`config.mk`:
```
export PLATFORM = sky130hd
export DESIGN_NAME = aibnd_io_seq_ctrl
export DESIGN_NICKNAME = d
export VERILOG_FILES = /design/src/rtl/aibnd_io_seq_ctrl.sv
export SDC_FILE = /design/constraint.sdc
export NUM_CORES = 1
export LEC_CHECK = 0
export ABC_AREA = 1
export CORE_MARGIN = 4
export CORE_UTILIZATION = 53
export CTS_CLUSTER_DIAMETER = 120
export DETAILED_ROUTE_END_ITERATION = 16
export PLACE_DENSITY = 0.82
export SKIP_CTS_REPAIR_TIMING = 1
export SLEW_MARGIN = 0
export SYNTH_ARGS = -nofsm -noshare
export SYNTH_HDL_FRONTEND = slang
export SYNTH_SLANG_ARGS = --single-unit
```
`constraint.sdc`:
```
create_clock -name iclk -period 3.7 [get_ports iclk]
set_input_delay 0.555 -clock iclk [delete_from_list [all_inputs] [get_ports iclk]]
set_output_delay 0.555 -clock iclk [all_outputs]
set_load 0.01 [all_outputs]
```
`src/rtl/aibnd_io_seq_ctrl.sv`:
```
// aibnd_io_seq_ctrl: sequences an IO pad between off/tx/rx/loopback modes.
// Each accepted request quiesces the pad, releases pad reset, waits a settle
// time, brings drive strength up to target, then applies the mode enables.
// Build option: define AIBND_SEQ_DRV_RAMP_EN to step drive strength up one
// code per cycle; when undefined the drive jumps straight to target.
// Every output is driven from a register.
module aibnd_io_seq_ctrl (
    input  logic       iclk,
    input  logic       irst,
    input  logic [1:0] mode_req,
    input  logic       mode_valid,
    output logic       mode_ready,
    input  logic [1:0] cfg_pdrv,
    input  logic [1:0] cfg_ndrv,
    input  logic [2:0] cfg_rxen,
    input  logic [3:0] cfg_settle,
    output logic       ipadrstb,
    output logic       itx_en,
    output logic       ilpbk_en,
    output logic [2:0] irxen,
    output logic [1:0] ipdrv,
    output logic [1:0] indrv,
    output logic       busy,
    output logic       active
);

    localparam logic [1:0] ModeOff  = 2'b00;
    localparam logic [1:0] ModeTx   = 2'b01;
    localparam logic [1:0] ModeRx   = 2'b10;
    localparam logic [1:0] ModeLpbk = 2'b11;

    typedef enum logic [2:0] {
        StIdle    = 3'd0,
        StQuiesce = 3'd1,
        StSettle  = 3'd2,
`ifdef AIBND_SEQ_DRV_RAMP_EN
        StRamp    = 3'd3,
`endif
        StEnable  = 3'd4,
        StActive  = 3'd5
    } state_e;

    state_e     state_q, state_d;

    // Request captured at acceptance; live inputs are ignored until the next one.
    logic [1:0] mode_q, mode_d;
    logic [1:0] pdrv_tgt_q, pdrv_tgt_d;
    logic [1:0] ndrv_tgt_q, ndrv_tgt_d;
    logic [2:0] rxen_cfg_q, rxen_cfg_d;
    logic [3:0] settle_q, settle_d;
    logic [3:0] cnt_q, cnt_d;

    // Registered pad-facing outputs.
    logic       padrstb_q, padrstb_d;
    logic       tx_en_q, tx_en_d;
    logic       lpbk_en_q, lpbk_en_d;
    logic [2:0] rxen_q, rxen_d;
    logic [1:0] pdrv_q, pdrv_d;
    logic [1:0] ndrv_q, ndrv_d;
    logic       ready_q, ready_d;
    logic       busy_q, busy_d;
    logic       active_q, active_d;

    logic       accept;

`ifdef AIBND_SEQ_DRV_RAMP_EN
    logic [1:0] pdrv_step;
    logic [1:0] ndrv_step;
`endif

    assign accept = mode_valid & ready_q;

    // Next-state and next-output computation for the sequencer.
    always_comb begin
        state_d    = state_q;
        mode_d     = mode_q;
        pdrv_tgt_d = pdrv_tgt_q;
        ndrv_tgt_d = ndrv_tgt_q;
        rxen_cfg_d = rxen_cfg_q;
        settle_d   = settle_q;
        cnt_d      = cnt_q;
        padrstb_d  = padrstb_q;
        tx_en_d    = tx_en_q;
        lpbk_en_d  = lpbk_en_q;
        rxen_d     = rxen_q;
        pdrv_d     = pdrv_q;
        ndrv_d     = ndrv_q;
`ifdef AIBND_SEQ_DRV_RAMP_EN
        // Saturating one-code step toward each target.
        pdrv_step  = (pdrv_q < pdrv_tgt_q) ? pdrv_q + 2'd1 : pdrv_q;
        ndrv_step  = (ndrv_q < ndrv_tgt_q) ? ndrv_q + 2'd1 : ndrv_q;
`endif

        case (state_q)
            StIdle, StActive: begin
                if (accept) begin
                    mode_d     = mode_req;
                    pdrv_tgt_d = cfg_pdrv;
                    ndrv_tgt_d = cfg_ndrv;
                    rxen_cfg_d = cfg_rxen;
                    settle_d   = cfg_settle;
                    // Enables and drive all drop together; pad reset is left as is.
                    tx_en_d    = 1'b0;
                    lpbk_en_d  = 1'b0;
                    rxen_d     = 3'b000;
                    pdrv_d     = 2'b00;
                    ndrv_d     = 2'b00;
                    state_d    = StQuiesce;
                end
            end
            StQuiesce: begin
                if (mode_q == ModeOff) begin
                    padrstb_d = 1'b0;
                    state_d   = StIdle;
                end else begin
                    padrstb_d = 1'b1;
                    cnt_d     = settle_q;
                    state_d   = StSettle;
                end
            end
            StSettle: begin
                if (cnt_q == 4'd0) begin
`ifdef AIBND_SEQ_DRV_RAMP_EN
                    if ((pdrv_tgt_q == 2'b00) && (ndrv_tgt_q == 2'b00)) begin
                        state_d = StEnable;
                    end else begin
                        state_d = StRamp;
                    end
`else
                    pdrv_d  = pdrv_tgt_q;
                    ndrv_d  = ndrv_tgt_q;
                    state_d = StEnable;
`endif
                end else begin
                    cnt_d = cnt_q - 4'd1;
                end
            end
`ifdef AIBND_SEQ_DRV_RAMP_EN
            StRamp: begin
                pdrv_d = pdrv_step;
                ndrv_d = ndrv_step;
                if ((pdrv_step == pdrv_tgt_q) && (ndrv_step == ndrv_tgt_q)) begin
                    state_d = StEnable;
                end
            end
`endif
            StEnable: begin
                state_d = StActive;
            end
            default: begin
                state_d = StIdle;
            end
        endcase

        // Mode enables are applied on entry to ENABLE and then held through ACTIVE.
        if (state_d == StEnable) begin
            case (mode_q)
                ModeTx: begin
                    tx_en_d = 1'b1;
                end
                ModeRx: begin
                    rxen_d = rxen_cfg_q;
                end
                ModeLpbk: begin
                    tx_en_d   = 1'b1;
                    lpbk_en_d = 1'b1;
                    rxen_d    = rxen_cfg_q;
                end
                default: begin
                    tx_en_d = 1'b0;
                end
            endcase
        end

        ready_d  = (state_d == StIdle) || (state_d == StActive);
        busy_d   = ~ready_d;
        active_d = (state_d == StActive);
    end

    // State and output registers with synchronous reset.
    always_ff @(posedge iclk) begin
        if (irst) begin
            state_q    <= StIdle;
            mode_q     <= ModeOff;
            pdrv_tgt_q <= 2'b00;
            ndrv_tgt_q <= 2'b00;
            rxen_cfg_q <= 3'b000;
            settle_q   <= 4'd0;
            cnt_q      <= 4'd0;
            padrstb_q  <= 1'b0;
            tx_en_q    <= 1'b0;
            lpbk_en_q  <= 1'b0;
            rxen_q     <= 3'b000;
            pdrv_q     <= 2'b00;
            ndrv_q     <= 2'b00;
            ready_q    <= 1'b1;
            busy_q     <= 1'b0;
            active_q   <= 1'b0;
        end else begin
            state_q    <= state_d;
            mode_q     <= mode_d;
            pdrv_tgt_q <= pdrv_tgt_d;
            ndrv_tgt_q <= ndrv_tgt_d;
            rxen_cfg_q <= rxen_cfg_d;
            settle_q   <= settle_d;
            cnt_q      <= cnt_d;
            padrstb_q  <= padrstb_d;
            tx_en_q    <= tx_en_d;
            lpbk_en_q  <= lpbk_en_d;
            rxen_q     <= rxen_d;
            pdrv_q     <= pdrv_d;
            ndrv_q     <= ndrv_d;
            ready_q    <= ready_d;
            busy_q     <= busy_d;
            active_q   <= active_d;
        end
    end

    assign mode_ready = ready_q;
    assign busy       = busy_q;
    assign active     = active_q;
    assign ipadrstb   = padrstb_q;
    assign itx_en     = tx_en_q;
    assign ilpbk_en   = lpbk_en_q;
    assign irxen      = rxen_q;
    assign ipdrv      = pdrv_q;
    assign indrv      = ndrv_q;

endmodule

```
==> results.json <==
{
  "ys_top_cells_by_area": "dfxtp_1 47%, nand2_1 9.4%, a21oi_1 7.9%",
  "r2r-start": "state_q[2]",
  "grt_max_degree": 36,
  "r2r-end": "settle_q[1]",
  "dp_hpwl_um": 2020,
  "layout.nets": 229,
  "synth_area_per_cell_um2": 7.64,
  "portBuffers": 28,
  "synth_top_family_by_area": "simple AND/OR/NAND/NOR gates",
  "power_density_mw_per_mm2": 438,
  "cp-start-kind": "primary input",
  "fillCellCount": 199,
  "tightestPinTransition_ns": 0.612,
  "synthFlopType": "dfxtp_1",
  "leakage_nw": 0.737,
  "cts.root.buffer_cell": "clkbuf_4",
  "ys_warn_count": 0,
  "synthMuxAreaShare_pct": 0,
  "hold_class": "flip-flop to flip-flop",
  "synth_edf_count": 0,
  "setup_tns_ns": 0,
  "period_share_pct": 52.9,
  "cp_max_fo": 35,
  "worstPathRequired_ns": 3.91,
  "synth_xor_area_share_pct": 0,
  "ant_nets": 0,
  "skew_ns": 0.00661,
  "reg2reg_slack_ns": 2.00,
  "critPathMaxStageDelay_ns": 0.49,
  "switching_share_pct": 28.3,
  "wl_um": 2850,
  "drive_gt1_share_pct": 9.39,
  "crit_buf_inv": 1,
  "yosysSeqAreaShare_pct": 47.3,
  "slew_viol_final": 0,
  "grt_usage_pct": 18.7,
  "cts_max_path_buffers": 2,
  "die_x_um": 59.4,
  "start_util_pct": 55.9,
  "critPathKind": "primary input to flip-flop",
  "antenna_found_initial": 0,
  "synth-seq-cells": 33,
  "path_cells": "clkdlybuf4s50_1 > nand2_1 > nor2_1 > nand3_2 > o21ai_0 > a21oi_1",
  "worstHoldEndpoint": "rxen_cfg_q[1]",
  "hold-path-cell-count": 2,
  "dieArea_mm2": 0.00352,
  "first_iter_violations": 43,
  "yosys.cell_count.top_type": "nand2_1",
  "p_seq_share_pct": 52.2,
  "synth_compound_area_share_pct": 16.3,
  "fin_crit_ns": 1.96,
  "status": "completed",
  "cap_violations": 0,
  "clk-insertion-delay-late_ns": 0.33,
  "firstDrtPassIters": 4,
  "grt_pass1_wl_um": 4910,
  "syn2layout_area_growth_pct": 25.0,
  "avgViaCountPerCell": 5.07,
  "synth_fa_ha_area_share_pct": 0.895,
  "yosysTopAreaCellShare_pct": 47.3,
  "arrival_ns": 2.17,
  "drc": 0,
  "synth_nets": 200,
  "synth_common_cells": "35 x nand2_1, 33 x dfxtp_1, 22 x a21oi_1",
  "yosys.area.top_type": "dfxtp_1",
  "cts_made_buffers": 5,
  "synth.cell_area_mm2": 0.00140,
  "vias": 1233,
  "place_congestion": 0.880,
  "diodes": 0,
  "row_count": 18,
  "synth_cell_types": 22,
  "fp.dieH_um": 59.4,
  "cts.sinks": 33,
  "rsz0062_at_grt": "false",
  "p_int_w": 0.000548,
  "fmax_ghz": 0.510,
  "cp_top_family": "simple AND/OR/NAND/NOR gates",
  "path_clk_slew_ns": 0.10,
  "synthSimpleGateAreaFrac_pct": 26.6,
  "critical_path.endpoint_type": "flip-flop",
  "avgRoutedWirePerCell_um": 11.7,
  "hold_violations": 0,
  "setup_viol": 0,
  "async_flop_share_pct": 0,
  "p_sw_w": 0.000217,
  "wl_met3_um": 170,
  "ios": 29,
  "synth_cells": 183,
  "met2_length_um": 1390,
  "reg2regPathDepth": 5,
  "comb_power_share_pct": 17.5,
  "htreeDepth": 2,
  "top_layer": "met4",
  "maxSlewHeadroom_pct": 59.2,
  "overflow": 0,
  "p_clk_share_pct": 30.4,
  "min_from": "rxen_cfg_q[1]",
  "grt_pass1_vias": 1198,
  "final_core_utilization_pct": 69.9,
  "core_mm2": 0.00250,
  "tritoncts": "built",
  "route.layer.met1.wl_um": 1220,
  "ir_drop_v": 0.000357,
  "critPathSlowestCell": "nand3_2"
}
-- layout make-up --
cell class              instances  area, µm²  share of cell area, %
repair buffers                 28        280                   16.0
inverters                      23       86.3                   4.94
clock buffers                   7       65.1                   3.72
flip-flops and latches         33        661                   37.8
multi-input cells             121        612                   35.0
well taps                      30       37.5                   2.15
clock inverters                 1       5.00                  0.287
-- kinds of logic after synthesis --
logic type               after synthesis
AND/OR/NAND/NOR                       75
adder cells (fa/ha/maj)                1
buffers and inverters                 29
flip-flops                            33
AO/OA/AOI/OAI                         45
-- worst min-delay path: cells and delay by family (launching register included) --
kind / cells / cell delay (ns)
AOI/OAI and AO/OA: 1 / 0.05
buffers and inverters: 1 / 0.05
DFF: 1 / 0.32
-- power groups by stage --
stage	clock network (W)	registers [W]	logic (W)
2_1_floorplan	0	0.000407	0.0000938
3_3_place_gp	0	0.000406	0.000128
3_5_place_dp	0	0.000407	0.000133
4_1_cts	0.000240	0.000399	0.000134
5_1_grt	0.000254	0.000403	0.000151
6_report	0.000232	0.000399	0.000134
-- metal layers --
metal	global-route usage [%]	vias up
met4	9.06	0
li1	-	646
met5	0	-
met3	6.54	6
met2	31.2	31
met1	20.9	550
-- how the worst max path moves through the flow --
stage,cells past startpoint,from,to
finish,6,mode_valid,settle_q[1]
floorplan,6,mode_valid,mode_q[0]
global route,6,mode_valid,settle_q[2]
CTS,6,mode_valid,settle_q[1]
detailed placement,6,mode_valid,settle_q[1]
global placement,6,mode_valid,settle_q[1]
-- through the flow --
step                instance area, µm²  worst slack (ns)  power (W)  hold WS (ns)  cells
global route                      1750              1.56   0.000807         0.477    243
CTS                               1750              1.77   0.000774         0.457    243
finish                            1750              1.74   0.000765         0.456    243
detailed placement                1680              1.43   0.000540         0.442    235
global placement                  1680              1.49   0.000534         0.436    235
floorplan                         1400              2.41   0.000500         0.423    183
-- placed cells by master, fill, tap and decap left out, drive strengths merged --
cell type	n
a21oi	22
clkbuf	7
clkdlybuf4s50	28
clkinv	1
dfxtp	33
ha	1
inv	23
nand2	39
nand3	15
nand4	1
nor2	20
o21ai	22
o21bai	1
-- registers in the layout (all words and copies together) (netlist names) --
register	count
cnt_q	4
settle_q	4
irxen	3
rxen_cfg_q	3
state_q	3
indrv	2
ipdrv	2
mode_q	2
ndrv_tgt_q	2
pdrv_tgt_q	2
active	1
busy	1
ilpbk_en	1
ipadrstb	1
itx_en	1
mode_ready	1
(Power assumes the default switching activity.)
